<file path="src/rtl/operand_sel_pipe.sv">
// Two-stage valid/ready operand selector: picks one of NIN source words or an extended immediate.
// Optional macro OPSEL_UPPER_EN enables ext_mode=10 upper (LUI-style) extension.
`timescale 1ns/1ps
module operand_sel_pipe #(
  parameter int WIDTH = 32,
  parameter int IMM_W = 16,
  parameter int NIN   = 4,
  parameter int SELW  = 2,
  parameter int CNT_W = 16
) (
  input  logic                 clk,
  input  logic                 reset,
  input  logic                 in_valid,
  output logic                 in_ready,
  input  logic [NIN*WIDTH-1:0] src,
  input  logic [SELW-1:0]      sel,
  input  logic                 use_imm,
  input  logic [IMM_W-1:0]     imm,
  input  logic [1:0]           ext_mode,
  output logic                 out_valid,
  input  logic                 out_ready,
  output logic [WIDTH-1:0]     y,
  output logic                 sel_err,
  output logic [CNT_W-1:0]     xfer_cnt
);

  typedef enum logic {EMPTY = 1'b0, FULL = 1'b1} stage_e;

  stage_e           s1_q, s1_d, s2_q, s2_d;
  logic [WIDTH-1:0] s1_data_q, s1_data_d, y_q, y_d;
  logic             s1_err_q, s1_err_d, err_q, err_d;
  logic [CNT_W-1:0] cnt_q, cnt_d;

  logic             in_fire, out_fire, s2_load;
  logic [WIDTH-1:0] ext_w, src_w, opnd_w;
  logic             hit_w;

  // Immediate extension; reserved and (when disabled) upper modes fall back to zero-extend.
  always_comb begin
    ext_w = WIDTH'(imm);
    case (ext_mode)
      2'b01:   ext_w = WIDTH'($signed(imm));
`ifdef OPSEL_UPPER_EN
      2'b10:   ext_w = WIDTH'(imm) << (WIDTH - IMM_W);
`endif
      default: ext_w = WIDTH'(imm);
    endcase
  end

  // Loop-based mux keeps out-of-range selects from indexing past the source bus.
  always_comb begin
    src_w = '0;
    hit_w = 1'b0;
    for (int unsigned k = 0; k < NIN; k++) begin
      if (SELW'(k) == sel) begin
        src_w = src[k*WIDTH +: WIDTH];
        hit_w = 1'b1;
      end
    end
  end

  assign opnd_w = use_imm ? ext_w : src_w;

  always_ff @(posedge clk) begin
    if (reset) begin
      s1_q      <= EMPTY;
      s2_q      <= EMPTY;
      s1_data_q <= '0;
      s1_err_q  <= 1'b0;
      y_q       <= '0;
      err_q     <= 1'b0;
      cnt_q     <= '0;
    end else begin
      s1_q      <= s1_d;
      s2_q      <= s2_d;
      s1_data_q <= s1_data_d;
      s1_err_q  <= s1_err_d;
      y_q       <= y_d;
      err_q     <= err_d;
      cnt_q     <= cnt_d;
    end
  end

  always_comb begin
    s1_d      = s1_q;
    s2_d      = s2_q;
    s1_data_d = s1_data_q;
    s1_err_d  = s1_err_q;
    y_d       = y_q;
    err_d     = err_q;
    cnt_d     = cnt_q;
    if (s2_load) begin
      s2_d  = FULL;
      y_d   = s1_data_q;
      err_d = s1_err_q;
    end else if (out_fire) begin
      s2_d = EMPTY;
    end
    if (in_fire) begin
      s1_d      = FULL;
      s1_data_d = opnd_w;
      s1_err_d  = !use_imm && !hit_w;
    end else if (s2_load) begin
      s1_d = EMPTY;
    end
    if (out_fire) cnt_d = cnt_q + CNT_W'(1);
  end

  always_comb begin
    out_valid = (s2_q == FULL);
    in_ready  = (s1_q == EMPTY) || (s2_q == EMPTY) || out_ready;
    in_fire   = in_valid && in_ready;
    out_fire  = out_valid && out_ready;
    s2_load   = (s1_q == FULL) && ((s2_q == EMPTY) || out_ready);
  end

  assign y        = y_q;
  assign sel_err  = err_q;
  assign xfer_cnt = cnt_q;

endmodule

</file>
<file path="config.mk">
export PLATFORM = sky130hd
export DESIGN_NAME = operand_sel_pipe
export DESIGN_NICKNAME = d
export VERILOG_FILES = /design/src/rtl/operand_sel_pipe.sv
export SDC_FILE = /design/constraint.sdc
export NUM_CORES = 1
export LEC_CHECK = 0
export ABC_AREA = 1
export CORE_ASPECT_RATIO = 0.8
export CORE_UTILIZATION = 44
export DETAILED_ROUTE_END_ITERATION = 8
export PLACE_DENSITY = 0.92
export SYNTH_ARGS = -nofsm -noshare
export SYNTH_HDL_FRONTEND = slang
export SYNTH_SLANG_ARGS = --single-unit
</file>
<file path="constraint.sdc">
create_clock -name clk -period 2.8 [get_ports clk]
set_input_delay 0.42 -clock clk [delete_from_list [all_inputs] [get_ports clk]]
set_output_delay 0.42 -clock clk [all_outputs]
set_load 0.005 [all_outputs]
</file>
After elaboration in Yosys (flattened, before gate mapping)

Index checks and enable logic that the tools add are counted.

Bits in registers: 84
Latch bits: 0
Bits in writable memories: 0
Bits in read-only memories: 0
Bits of input ports: 153
Output and inout port bits: 51
Logic and storage cells: 40
Memories kept: 0

Add/sub/neg operators: 1
Multipliers: 0
Div/mod/pow operators: 0
Order comparisons: 0
Equality and inequality tests: 4
Shift operators: 0
Multiplexer cells: 14
Bitwise operators: 2
Reductions and logical operators: 12

Operators with widths:

| operator                                                        | number |
|---|---|
| 32-bit two-way mux                                              | 6 |
| 16-bit by 1-bit adder with 16-bit output, second input constant | 1 |
| 1-bit two-way mux                                               | 8 |
| 2-bit == test, first input constant                             | 2 |
| 1-bit logical AND                                               | 4 |
| 2-bit nonzero test                                              | 2 |
| 1-bit logical OR                                                | 3 |
| 1-bit by 2-bit == test with 1-bit output, first input constant  | 1 |
| 2-bit by 1-bit == test with 1-bit output, second input constant | 1 |
| 1-bit logical NOT                                               | 2 |
| 2-bit logical NOT                                               | 1 |
| 1-bit inverter                                                  | 2 |

Longest topological paths before layout

Word-level depth: 7
Gate-level depth with buffers: 8
Gate-level depth less buffers: 8

Worst setup path after synthesis

OpenSTA, ideal clock, no wires.

Kind: input to register
From: in out_ready
To: reg s1_data_q[21]
Library setup time: 0.122 ns
Arrival: 1.226 ns
Required time: 2.678 ns
Path slack: 1.451 ns
Stages: 6
Buffers on the path: 1
Cells stage by stage: inv_1 -> nand3_2 -> nand2_1 -> nor2_1 -> buf_2 -> a21oi_1

Longest elaborated chain between the ends: 2

Ends and longest elaborated chain:

| what                 | RTL line | text |
|---|---|---|
| from (decl)          | 21       | `input logic out_ready,` |
| 1-bit logical OR     | 111      | `in_ready = (s1_q == EMPTY) \|\| (s2_q == EMPTY) \|\| out_ready;` |
| net in_ready         | 14       | `output logic in_ready,` |
| 1-bit logical AND    | 112      | `in_fire = in_valid && in_ready;` |
| to (signal assigned) | 76       | `s1_data_q <= s1_data_d;` |
| to (decl)            | 30       | `logic [WIDTH-1:0] s1_data_q, s1_data_d, y_q, y_d;` |

The timed path passes the listed nets, and every way through them passes these cells.
A chain may end at the register's enable or synchronous reset.

Worst setup path in the final report

From: in out_ready
To: reg s1_data_q[18]

Longest elaborated chain between the ends: 2

Ends and longest elaborated chain:

| what              | RTL line |
|---|---|
| 1-bit logical OR  | 111 |
| 1-bit logical AND | 112 |

Every way passes these cells.

==> reports/results.ini <==
[worst_hold_path]
worstHoldStart=s1_err_q
hp-class=reg2reg

[timing]
rsz0062_at_grt=no
finalClockSkew_ns=0.006657
fmax_ghz=0.4750
tightestPinTransition_ns=1.033
period_needed_ns=2.105
slew_violations=0
relSlewSlack=0.3090
period_share=0.7519
final.setup.tns_ns=0
setup_viol=0
hold_viol_final=0

[floorplan]
dieWidth_um=109.8
rows=31
die-area_um2=9685
die_h_um=88.22
num_io_pins=204
start_util=0.4524
design.core.area_um2=9037

[global_route]
grt.total_usage=0.3058
grt_pass1_vias=4686
antenna_found_initial=0
grt_pass1_wl_um=22580
grt_max_degree=47
grt_remaining_overflow=0

[outcome]
status=complete, no violations

[critical_path]
arrival_ns=2.27
rr_startpoint=out_valid
cp-startpoint=out_ready
cp_max_fo=32
cp-end-kind=register
worstSetupPathType=in2reg
cp-start-kind=primary input
critPathRequiredTime_ns=2.97

[pwr]
ir_worst_vdd_v=0.0004107
power_leakage_nw=2.543
power.density_nw_per_um2=499.2

[logic_synthesis]
synth_top_family_by_area=simple AND/OR/NAND/NOR gates
synth-simple-area-share=0.3338
yosysSeqAreaShare=0.4113
syn-num-nets=774
yosysWarningCount=0
synth_top_area_cell=dfxtp_1
synth_fa_ha_area_frac=0.003060
synth.distinct_cells=29
syn_area_um2=4089
syn_avg_cell_area_um2=6.595
synth_compound_area_frac=0.1943
netlist_instances=620
synthMuxAreaShare=0
ys_ff_latch=84
synth_top_area_frac=0.4113
synth_xor_area_frac=0
synth_top_cells_by_area=dfxtp_1 41%, nand2_1 14%, nor2_1 11%

[cells_and_area]
area_growth_pct=59.70
antenna_cells=0
multi_input_area_um2=2172
seqCellArea_um2=1682
utilization=0.7226
instances_no_fill=926
final_cell_mix=203 x clkdlybuf4s50_1, 151 x nand2_1, 117 x nor2_1
fill_cells=724
layout_commonest_cell=clkdlybuf4s50_1
fin_nets=962
drive_gt1_frac=0.04562
fin_area_um2=6530

[routing]
vias=5025
first_pass_iters=5
drt_iter0_markers=435
wl_um=14910
viasPerCell=5.427
drc=0
wl_per_cell_um=16.10
antenna_left=0

[clock_network]
h-tree-depth=3
cts_resized=0
cts_tree=yes
clock_latency_ns=0.33
cts-hold-fix-buffers=0
cts.sinks=84
cts.path.max_buffers=2
cts_buffers=9
clock-root-buffer=clkbuf_16
clkTransAtPathRegs_ns=0.06
post_cts.repair.setup_buffers=0

[placed_design]
post-place-cells=912
place_area_um2=6192
portBuffers=203
place_congestion=0.9760
dpl.hpwl_um=10970

[flow_run]
drv_cap=0

## layout make-up
class,instances,area share
well taps,115,0.02203
clock buffers,10,0.03660
inverters,20,0.01150
repair buffers,213,0.3246
clock inverters,4,0.01514
multi-input cells,480,0.3326
flip-flops and latches,84,0.2575
## sequential cells by signal, indices dropped and copies added, names as in the netlist
signal,count
y,32
s1_q,1
out_valid,1
sel_err,1
xfer_cnt,16
s1_data_q,32
s1_err_q,1
## per-stage QoR
step | power [mW] | worst slack (ns) | hold WS, ns
final | 3.260 | 0.6947 | 0.4672
after detailed placement | 1.934 | 0.4986 | 0.4359
after global placement | 1.920 | 0.5861 | 0.4302
after floorplan | 1.563 | 1.451 | 0.4215
after global routing | 3.372 | 0.5769 | 0.4728
after CTS | 3.259 | 0.7359 | 0.4628
## cell usage after synthesis
master    instances
nor3b_1           2
inv_1            17
buf_1             2
nand3b_1          1
a21oi_1          43
a21o_1            1
ha_1              1
buf_4             2
nand3_1          38
inv_2             3
o21ai_1          10
nand2_2           1
dfxtp_1          84
nor2_4            4
or2_0             2
or2_2             2
nand4_1           2
nor2_1          117
nor2_2            1
and3_1            1
o21ai_0          79
a31oi_1           1
o211ai_1         16
clkbuf_1         18
nand3_2           2
clkbuf_2          2
nor3_1            5
buf_2            12
nand2_1         151
## path summary, 6_finish.rpt
path              endpoint  cells after the start  slack [ns]
min               s1_err_q                      2        0.47
min reg2reg       s1_err_q                      2        0.47
max          s1_data_q[18]                      8        0.69
max reg2reg  s1_data_q[18]                      6        0.89
## cell families (layout without fill, tap and decap cells)
kind of cell / count (synthesis) / count (layout)
and+or+nand+nor: 329 / 329
AOI/OAI and AO/OA: 150 / 150
buffers and inverters: 56 / 247
DFF: 84 / 84
adders and majority gates: 1 / 1
## layer usage
| metal | vias up | track usage | part of all wire |
|---|---|---|---|
| li1 | 2421 | - | - |
| met1 | 2301 | 0.3823 | 0.41 |
| met2 | 277 | 0.5284 | 0.48 |
| met3 | 26 | 0.06333 | 0.090 |
| met4 | 0 | 0.09939 | 0.018 |
| met5 | - | 0 | 0 |
## where the power goes
part	switching [mW]	internal (mW)
logic	0.277	0.345
registers	0.0424	1.27
clock network	0.443	0.886
## critical path, cell delays in order
cell,delay (ns)
clkdlybuf4s50_1,0.45
inv_1,0.11
nand3_2,0.10
nand2_1,0.12
buf_4,0.33
inv_1,0.32
o21ai_0,0.33
a21oi_1,0.10
(Power assumes the default switching activity.)
